==> config.mk <==
export PLATFORM = sky130hd
export DESIGN_NAME = axi_lite_arbiter
export DESIGN_NICKNAME = d
export VERILOG_FILES = /design/src/rtl/axi_lite_arbiter_pkg.sv /design/src/rtl/axi_lite_arb_grant.sv /design/src/rtl/axi_lite_arbiter.sv
export SDC_FILE = /design/constraint.sdc
export NUM_CORES = 1
export LEC_CHECK = 0
export CAP_MARGIN = 20
export CELL_PAD_IN_SITES_DETAIL_PLACEMENT = 1
export CELL_PAD_IN_SITES_GLOBAL_PLACEMENT = 1
export CORE_AREA = 2 2 172 174
export CTS_BUF_LIST = sky130_fd_sc_hd__clkbuf_8
export DETAILED_ROUTE_END_ITERATION = 16
export DIE_AREA = 0 0 174 176
export MAX_ROUTING_LAYER = met4
export PLACE_DENSITY_LB_ADDON = 0.1
export REMOVE_ABC_BUFFERS = 1
export SYNTH_ARGS = -nofsm -noshare
export SYNTH_HDL_FRONTEND = slang
export SYNTH_SLANG_ARGS = --single-unit
==> constraint.sdc <==
create_clock -name CLK -period 4.3 [get_ports CLK]
set_input_delay 0.43 -clock CLK [delete_from_list [all_inputs] [get_ports CLK]]
set_output_delay 0.43 -clock CLK [all_outputs]
set_load 0.005 [all_outputs]
==> src/rtl/axi_lite_arbiter_pkg.sv <==
// Shared types and constants for the two-master AXI-Lite arbiter.
// Optional build macro: ARB_ROUND_ROBIN_EN (round-robin tie-break in IDLE).
package axi_lite_arbiter_pkg;

    localparam int unsigned ADDR_W_DEF = 32;
    localparam int unsigned DATA_W_DEF = 32;
    localparam int unsigned STRB_W_DEF = DATA_W_DEF / 8;

    localparam logic [1:0] RESP_OKAY = 2'b00;

    typedef enum logic [2:0] {
        ST_IDLE   = 3'd0,
        ST_IFU_RD = 3'd1,
        ST_IFU_WR = 3'd2,
        ST_LSU_RD = 3'd3,
        ST_LSU_WR = 3'd4
    } arb_state_e;

    typedef enum logic {
        MST_IFU = 1'b0,
        MST_LSU = 1'b1
    } arb_master_e;

    function automatic logic is_read_state(arb_state_e s);
        return (s == ST_IFU_RD) || (s == ST_LSU_RD);
    endfunction

    function automatic logic is_write_state(arb_state_e s);
        return (s == ST_IFU_WR) || (s == ST_LSU_WR);
    endfunction

    function automatic logic is_lsu_state(arb_state_e s);
        return (s == ST_LSU_RD) || (s == ST_LSU_WR);
    endfunction

endpackage

==> src/rtl/axi_lite_arb_grant.sv <==
// Grant state machine: decides which master owns the SRAM port and when
// the grant is released. Optional build macro: ARB_ROUND_ROBIN_EN.
module axi_lite_arb_grant
    import axi_lite_arbiter_pkg::*;
(
    input  logic       clk_i,
    input  logic       rstn_i,
    input  logic       ifu_rd_req_i,
    input  logic       ifu_wr_req_i,
    input  logic       lsu_rd_req_i,
    input  logic       lsu_wr_req_i,
    input  logic       rd_done_i,
    input  logic       wr_done_i,
    output arb_state_e state_o
);

    arb_state_e state_q, state_d;
    logic       ifu_req;
    logic       lsu_req;
    logic       pick_lsu;

    assign ifu_req = ifu_rd_req_i | ifu_wr_req_i;
    assign lsu_req = lsu_rd_req_i | lsu_wr_req_i;

`ifdef ARB_ROUND_ROBIN_EN
    arb_master_e last_q, last_d;

    // Tie-break: on a tie, hand the port to whichever master did not go last
    always_comb begin
        pick_lsu = lsu_req & (~ifu_req | (last_q == MST_IFU));
    end

    // Remember the master granted out of IDLE
    always_comb begin
        last_d = last_q;
        if (state_q == ST_IDLE) begin
            if (pick_lsu) begin
                last_d = MST_LSU;
            end else if (ifu_req) begin
                last_d = MST_IFU;
            end
        end
    end

    // Round-robin pointer register, restarts pointing at IFU
    always_ff @(posedge clk_i) begin
        if (!rstn_i) begin
            last_q <= MST_IFU;
        end else begin
            last_q <= last_d;
        end
    end
`else
    // Tie-break: LSU always beats IFU
    always_comb begin
        pick_lsu = lsu_req;
    end
`endif

    // Next-state: grant from IDLE (read beats write), release on the handshake
    always_comb begin
        state_d = state_q;
        unique case (state_q)
            ST_IDLE: begin
                if (pick_lsu) begin
                    state_d = lsu_rd_req_i ? ST_LSU_RD : ST_LSU_WR;
                end else if (ifu_req) begin
                    state_d = ifu_rd_req_i ? ST_IFU_RD : ST_IFU_WR;
                end
            end
            ST_IFU_RD, ST_LSU_RD: begin
                if (rd_done_i) begin
                    state_d = ST_IDLE;
                end
            end
            ST_IFU_WR, ST_LSU_WR: begin
                if (wr_done_i) begin
                    state_d = ST_IDLE;
                end
            end
            default: state_d = ST_IDLE;
        endcase
    end

    // State register with synchronous active-low reset
    always_ff @(posedge clk_i) begin
        if (!rstn_i) begin
            state_q <= ST_IDLE;
        end else begin
            state_q <= state_d;
        end
    end

    assign state_o = state_q;

endmodule

==> src/rtl/axi_lite_arbiter.sv <==
// Two-master (IFU, LSU) to one-slave (SRAM) AXI-Lite arbiter. One transaction
// is in flight at a time; the owner's channels are wired straight through.
// Optional build macro: ARB_ROUND_ROBIN_EN (round-robin tie-break in IDLE).
module axi_lite_arbiter
    import axi_lite_arbiter_pkg::*;
#(
    parameter int unsigned ADDR_W = ADDR_W_DEF,
    parameter int unsigned DATA_W = DATA_W_DEF,
    parameter int unsigned STRB_W = STRB_W_DEF
) (
    input  logic              CLK,
    input  logic              RESETN,

    input  logic              IFU_AWVALID,
    input  logic [ADDR_W-1:0] IFU_AWADDR,
    output logic              IFU_AWREADY,
    input  logic              IFU_WVALID,
    input  logic [DATA_W-1:0] IFU_WDATA,
    input  logic [STRB_W-1:0] IFU_WSTRB,
    output logic              IFU_WREADY,
    output logic [1:0]        IFU_BRESP,
    output logic              IFU_BVALID,
    input  logic              IFU_BREADY,
    input  logic              IFU_ARVALID,
    input  logic [ADDR_W-1:0] IFU_ARADDR,
    output logic              IFU_ARREADY,
    output logic [DATA_W-1:0] IFU_RDATA,
    output logic [1:0]        IFU_RRESP,
    output logic              IFU_RVALID,
    input  logic              IFU_RREADY,

    input  logic              LSU_AWVALID,
    input  logic [ADDR_W-1:0] LSU_AWADDR,
    output logic              LSU_AWREADY,
    input  logic              LSU_WVALID,
    input  logic [DATA_W-1:0] LSU_WDATA,
    input  logic [STRB_W-1:0] LSU_WSTRB,
    output logic              LSU_WREADY,
    output logic [1:0]        LSU_BRESP,
    output logic              LSU_BVALID,
    input  logic              LSU_BREADY,
    input  logic              LSU_ARVALID,
    input  logic [ADDR_W-1:0] LSU_ARADDR,
    output logic              LSU_ARREADY,
    output logic [DATA_W-1:0] LSU_RDATA,
    output logic [1:0]        LSU_RRESP,
    output logic              LSU_RVALID,
    input  logic              LSU_RREADY,

    output logic              SRAM_AWVALID,
    output logic [ADDR_W-1:0] SRAM_AWADDR,
    input  logic              SRAM_AWREADY,
    output logic              SRAM_WVALID,
    output logic [DATA_W-1:0] SRAM_WDATA,
    output logic [STRB_W-1:0] SRAM_WSTRB,
    input  logic              SRAM_WREADY,
    input  logic [1:0]        SRAM_BRESP,
    input  logic              SRAM_BVALID,
    output logic              SRAM_BREADY,
    output logic              SRAM_ARVALID,
    output logic [ADDR_W-1:0] SRAM_ARADDR,
    input  logic              SRAM_ARREADY,
    input  logic [DATA_W-1:0] SRAM_RDATA,
    input  logic [1:0]        SRAM_RRESP,
    input  logic              SRAM_RVALID,
    output logic              SRAM_RREADY
);

    arb_state_e state;
    logic       sel_lsu;
    logic       rd_act;
    logic       wr_act;

    // Request side of the owning master
    logic              m_awvalid;
    logic [ADDR_W-1:0] m_awaddr;
    logic              m_wvalid;
    logic [DATA_W-1:0] m_wdata;
    logic [STRB_W-1:0] m_wstrb;
    logic              m_bready;
    logic              m_arvalid;
    logic [ADDR_W-1:0] m_araddr;
    logic              m_rready;

    // Response side destined for the owning master
    logic              s_awready;
    logic              s_wready;
    logic [1:0]        s_bresp;
    logic              s_bvalid;
    logic              s_arready;
    logic [DATA_W-1:0] s_rdata;
    logic [1:0]        s_rresp;
    logic              s_rvalid;

    axi_lite_arb_grant u_grant (
        .clk_i        (CLK),
        .rstn_i       (RESETN),
        .ifu_rd_req_i (IFU_ARVALID),
        .ifu_wr_req_i (IFU_AWVALID | IFU_WVALID),
        .lsu_rd_req_i (LSU_ARVALID),
        .lsu_wr_req_i (LSU_AWVALID | LSU_WVALID),
        .rd_done_i    (SRAM_RVALID & SRAM_RREADY),
        .wr_done_i    (SRAM_BVALID & SRAM_BREADY),
        .state_o      (state)
    );

    assign sel_lsu = is_lsu_state(state);
    assign rd_act  = is_read_state(state);
    assign wr_act  = is_write_state(state);

    // Pick the request-side signals of whichever master owns the grant
    always_comb begin
        if (sel_lsu) begin
            m_awvalid = LSU_AWVALID;
            m_awaddr  = LSU_AWADDR;
            m_wvalid  = LSU_WVALID;
            m_wdata   = LSU_WDATA;
            m_wstrb   = LSU_WSTRB;
            m_bready  = LSU_BREADY;
            m_arvalid = LSU_ARVALID;
            m_araddr  = LSU_ARADDR;
            m_rready  = LSU_RREADY;
        end else begin
            m_awvalid = IFU_AWVALID;
            m_awaddr  = IFU_AWADDR;
            m_wvalid  = IFU_WVALID;
            m_wdata   = IFU_WDATA;
            m_wstrb   = IFU_WSTRB;
            m_bready  = IFU_BREADY;
            m_arvalid = IFU_ARVALID;
            m_araddr  = IFU_ARADDR;
            m_rready  = IFU_RREADY;
        end
    end

    // Open only the channels belonging to the active transaction kind
    always_comb begin
        SRAM_AWVALID = 1'b0;
        SRAM_AWADDR  = '0;
        SRAM_WVALID  = 1'b0;
        SRAM_WDATA   = '0;
        SRAM_WSTRB   = '0;
        SRAM_BREADY  = 1'b0;
        SRAM_ARVALID = 1'b0;
        SRAM_ARADDR  = '0;
        SRAM_RREADY  = 1'b0;
        s_awready    = 1'b0;
        s_wready     = 1'b0;
        s_bresp      = RESP_OKAY;
        s_bvalid     = 1'b0;
        s_arready    = 1'b0;
        s_rdata      = '0;
        s_rresp      = RESP_OKAY;
        s_rvalid     = 1'b0;
        if (rd_act) begin
            SRAM_ARVALID = m_arvalid;
            SRAM_ARADDR  = m_araddr;
            SRAM_RREADY  = m_rready;
            s_arready    = SRAM_ARREADY;
            s_rdata      = SRAM_RDATA;
            s_rresp      = SRAM_RRESP;
            s_rvalid     = SRAM_RVALID;
        end else if (wr_act) begin
            SRAM_AWVALID = m_awvalid;
            SRAM_AWADDR  = m_awaddr;
            SRAM_WVALID  = m_wvalid;
            SRAM_WDATA   = m_wdata;
            SRAM_WSTRB   = m_wstrb;
            SRAM_BREADY  = m_bready;
            s_awready    = SRAM_AWREADY;
            s_wready     = SRAM_WREADY;
            s_bresp      = SRAM_BRESP;
            s_bvalid     = SRAM_BVALID;
        end
    end

    // Return responses to the owner only; the other master sees all zeros
    always_comb begin
        IFU_AWREADY = 1'b0;
        IFU_WREADY  = 1'b0;
        IFU_BRESP   = RESP_OKAY;
        IFU_BVALID  = 1'b0;
        IFU_ARREADY = 1'b0;
        IFU_RDATA   = '0;
        IFU_RRESP   = RESP_OKAY;
        IFU_RVALID  = 1'b0;
        LSU_AWREADY = 1'b0;
        LSU_WREADY  = 1'b0;
        LSU_BRESP   = RESP_OKAY;
        LSU_BVALID  = 1'b0;
        LSU_ARREADY = 1'b0;
        LSU_RDATA   = '0;
        LSU_RRESP   = RESP_OKAY;
        LSU_RVALID  = 1'b0;
        if (sel_lsu) begin
            LSU_AWREADY = s_awready;
            LSU_WREADY  = s_wready;
            LSU_BRESP   = s_bresp;
            LSU_BVALID  = s_bvalid;
            LSU_ARREADY = s_arready;
            LSU_RDATA   = s_rdata;
            LSU_RRESP   = s_rresp;
            LSU_RVALID  = s_rvalid;
        end else begin
            IFU_AWREADY = s_awready;
            IFU_WREADY  = s_wready;
            IFU_BRESP   = s_bresp;
            IFU_BVALID  = s_bvalid;
            IFU_ARREADY = s_arready;
            IFU_RDATA   = s_rdata;
            IFU_RRESP   = s_rresp;
            IFU_RVALID  = s_rvalid;
        end
    end

endmodule

==> reports/results.env <==
FINALSETUPVIOLCOUNT=0
TIMING.SLEW.HEADROOM_PCT=40.56
MIN_PERIOD_OVER_PERIOD_PCT=79.03
POST-PLACE-WS_NS=1.026
CRIT_PATH_MAX_FANOUT=39
SYNTH_SEQ_AREA_SHARE_PCT=2.586
LARGEST_REGISTER_FF_COUNT=3
ROUTED-WL-MET2_UM=11570
LAYOUT-DRIVE-GT1-SHARE_PCT=2.358
RUN_STATUS='completed'
DRT_PASS1_ITERATIONS=4
SYN_INST=438
FINAL_HOLD_VIOL_COUNT=0
DRV_SLEW=0
IR_WORST_VDD_V=0.0001164
VIAS_IN_THE_FIRST_GLOBAL_ROUTE=4966
MIN_PATH_TYPE='reg -> reg'
HOLD-PATH-ENDPOINT='u_grant.state_o[1]$_SDFFE_PN0P_'
POST-ROUTE-WORST-SETUP-SLACK_NS=0.9016
ROUTABILITY_CONGESTION_ESTIMATE_FROM_GLOBAL_PLACEMENT=0.7316
LEAKAGEPOWER_nW=2.739
R2R_START='u_grant.state_o[1]$_SDFFE_PN0P_'
CLK_PIN_SLEW_WORST_PATHS_NS=0.03
WL_PER_CELL_UM=17.69
MET3_WIRELENGTH_UM=2381
DRV_CAP=0
CRITPATHKIND='reg -> out'
LARGEST_NET_DEGREE_AT_THE_START_OF_GLOBAL_ROUTING=72
SYN-CELL-AREA_UM2=2322
WL_UM=21810
MIN_PERIOD_NS=3.398
SYNTHTOLAYOUTAREAGROWTH_PCT=207.5
PLACEMENTROWS=62
HOLDPATHSTAGES=3
GRT_PASS1_WL_UM=31350
HOLD-WORST-SLACK_NS=0.7884
DESIGN.PORTCOUNT=440
HP-START='u_grant.state_o[0]$_SDFFE_PN0P_'
CLOCK-SKEW-FINAL_NS=0.003576
YOSYS_REGISTER_BITS=3
R2R_SLACK_NS=2.07
CTS_BUFFER_DEPTH=2
CLOCK_H_TREE_LEVELS=1
ANTENNA_LEFT=0
HIGHEST_LAYER='met4'
RSZ_0062_RAISED_AFTER_GLOBAL_ROUTING='false'
LAYOUT.NETS=1102
MAX_FREQ_GHz=0.2943
COREAREA_UM2=28550
NUMBER_OF_CTS_INSERTED_BUFFERS=3
REG2REG_TO='u_grant.state_o[1]$_SDFFE_PN0P_'
VIAS_PER_CELL=3.734
TIGHTEST_SLEW_NS=0.8916
PORT_BUFFERS=439
GRT_ANTENNA_BEFORE_REPAIR=1
CRIT_PATH_START='u_grant.state_o[0]$_SDFFE_PN0P_'
WORST_SKEW_PAIR.LATE_LATENCY_NS=0.22
SYNTH_CELL_TYPE_COUNT=27
POST-CTS-SETUP-BUFFER-COUNT=0
TRITONCTS_NUM_SINKS=3
POWER.DENSITY_nW_PER_UM2=194.7
CTS_ROOT_BUFFER='clkbuf_8'
GROUTE.USAGE.OVERALL_PCT=13.71
COUNT_OF_UNRESOLVED_DRC_VIOLATIONS_AFTER_ROUTING=0
INITIAL_DRT_MARKERS=79
CP.REQUIRED_NS=3.87
M1WIRELENGTH_UM=7779
PLACED_CELL_AREA_UM2=7094
WORSTSETUPENDPOINTTYPE='primary output'
WORST-R2R-CELL-COUNT=5
CTS_RESIZED=0
DIEHEIGHT_UM=176
OVERFLOW_LEFT_AFTER_GLOBAL_ROUTING=0
POST_SYNTHESIS_MEAN_INSTANCE_AREA_UM2=5.302
INITIAL_CORE_UTIL_PCT=8.135
FP.DIEW_UM=174
CTS_HOLD_BUFFERS=0
DIE_AREA_UM2=30620
CTS_TREE='built'
SYNTH-WARNING-COUNT=0
LAYOUT.CELL_AREA.NON_FILLER_UM2=7142
VIAS=4604
DP_HPWL_UM=18160
WORST_EP_ARRIVAL_TIME_NS=2.97
START_KIND='flip-flop'
-- cell families (layout without fill, tap and decap cells) --
family | Yosys count | in the layout | synth area share [%]
buffers and inverters | 44 | 454 | 9.213
and+or+nand+nor | 275 | 275 | 54.74
muxes | 35 | 35 | 15.09
DFF | 3 | 3 | 2.586
other | 0 | 1 | 0
AOI/OAI and AO/OA | 80 | 80 | 18.00
xor gates and xnor gates | 1 | 1 | 0.3772
-- critical path, cell delays in order (launching register included) --
cell and delay (ns):
dfxtp_1 0.47, nor2b_2 0.20, buf_4 0.36, a21o_2 0.57
buf_12 0.26, nand2_1 0.08, a21oi_1 0.21, clkdlybuf4s50_1 0.55
-- layout by cell type (no fill, tap or decap), types with 2 or more instances in the layout --
cell	instances
a21oi_1	72
and2_1	41
and3_1	41
buf_4	9
clkbuf_8	3
clkdlybuf4s50_1	439
dfxtp_1	2
inv_1	2
mux2i_1	35
nand2_1	146
nor2_1	36
nor3_1	3
o21ai_1	2
or3_1	2
-- where the power goes --
part	internal (mW)	total (mW)	switching, mW
Combinational	0.710	1.26	0.546
Sequential	0.0338	0.0545	0.0207
Clock	0.0609	0.0805	0.0196
Total	0.804	1.39	0.586
-- cell type report --
type | instances | area [um^2]
Sequential cell | 3 | 63.81
Multi-Input combinational cell | 391 | 2064
Timing Repair Buffer | 449 | 4482
Inverter | 1 | 3.754
Antenna cell | 1 | 2.502
Tap cell | 384 | 480.5
Clock inverter | 1 | 3.754
Clock buffer | 3 | 41.29
Fill cell | 3538 | 21410
-- metrics by stage --
step | utilization [%] | setup TNS [ns] | instances | power (mW)
2_1_floorplan | - | -3.329 | 395 | 0.4938
3_3_place_gp | 24.85 | 0 | 1228 | 1.363
3_5_place_dp | 24.85 | 0 | 1228 | 1.343
4_1_cts | 25.01 | 0 | 1232 | 1.430
5_1_grt | 25.02 | 0 | 1233 | 1.519
6_report | 25.02 | 0 | 1233 | 1.391
-- cell usage after synthesis (all sizes together) --
cell type / count / area, um^2
a21boi: 1 / 7.510
a21o: 1 / 7.510
a21oi: 73 / 369.1
a22oi: 1 / 7.510
and2: 41 / 256.5
and3: 41 / 256.5
buf: 15 / 105.1
clkbuf: 28 / 105.1
dfxtp: 3 / 60.06
inv: 1 / 3.750
mux2i: 35 / 350.3
nand2: 146 / 548.0
nand2b: 2 / 12.51
nor2: 37 / 138.9
nor2b: 1 / 6.260
nor3: 3 / 15.01
nor3b: 1 / 18.77
nor4: 1 / 6.260
o211ai: 1 / 7.510
o21ai: 2 / 10.01
o311ai: 1 / 8.760
or3: 2 / 12.51
xor2: 1 / 8.760
-- worst max path at each step --
stage | endpoint | slack, ns | cells after the start
2_1_floorplan | SRAM_AWADDR[0] | -0.05 | 4
3_3_place_gp | SRAM_AWADDR[29] | 1.0 | 6
3_5_place_dp | SRAM_AWADDR[29] | 1.03 | 6
4_1_cts | SRAM_AWADDR[29] | 0.78 | 6
5_1_grt | SRAM_AWADDR[29] | 0.63 | 6
6_report | SRAM_AWADDR[18] | 0.90 | 7
-- metal layers --
| metal | global-route usage [%] | up-vias |
|---|---|---|
| li1 | - | 2267 |
| met1 | 13.34 | 2071 |
| met2 | 26.53 | 262 |
| met3 | 5.297 | 4 |
| met4 | 1.366 | 0 |
| met5 | - | - |
Note: power is estimated with default switching activity, not from simulation.
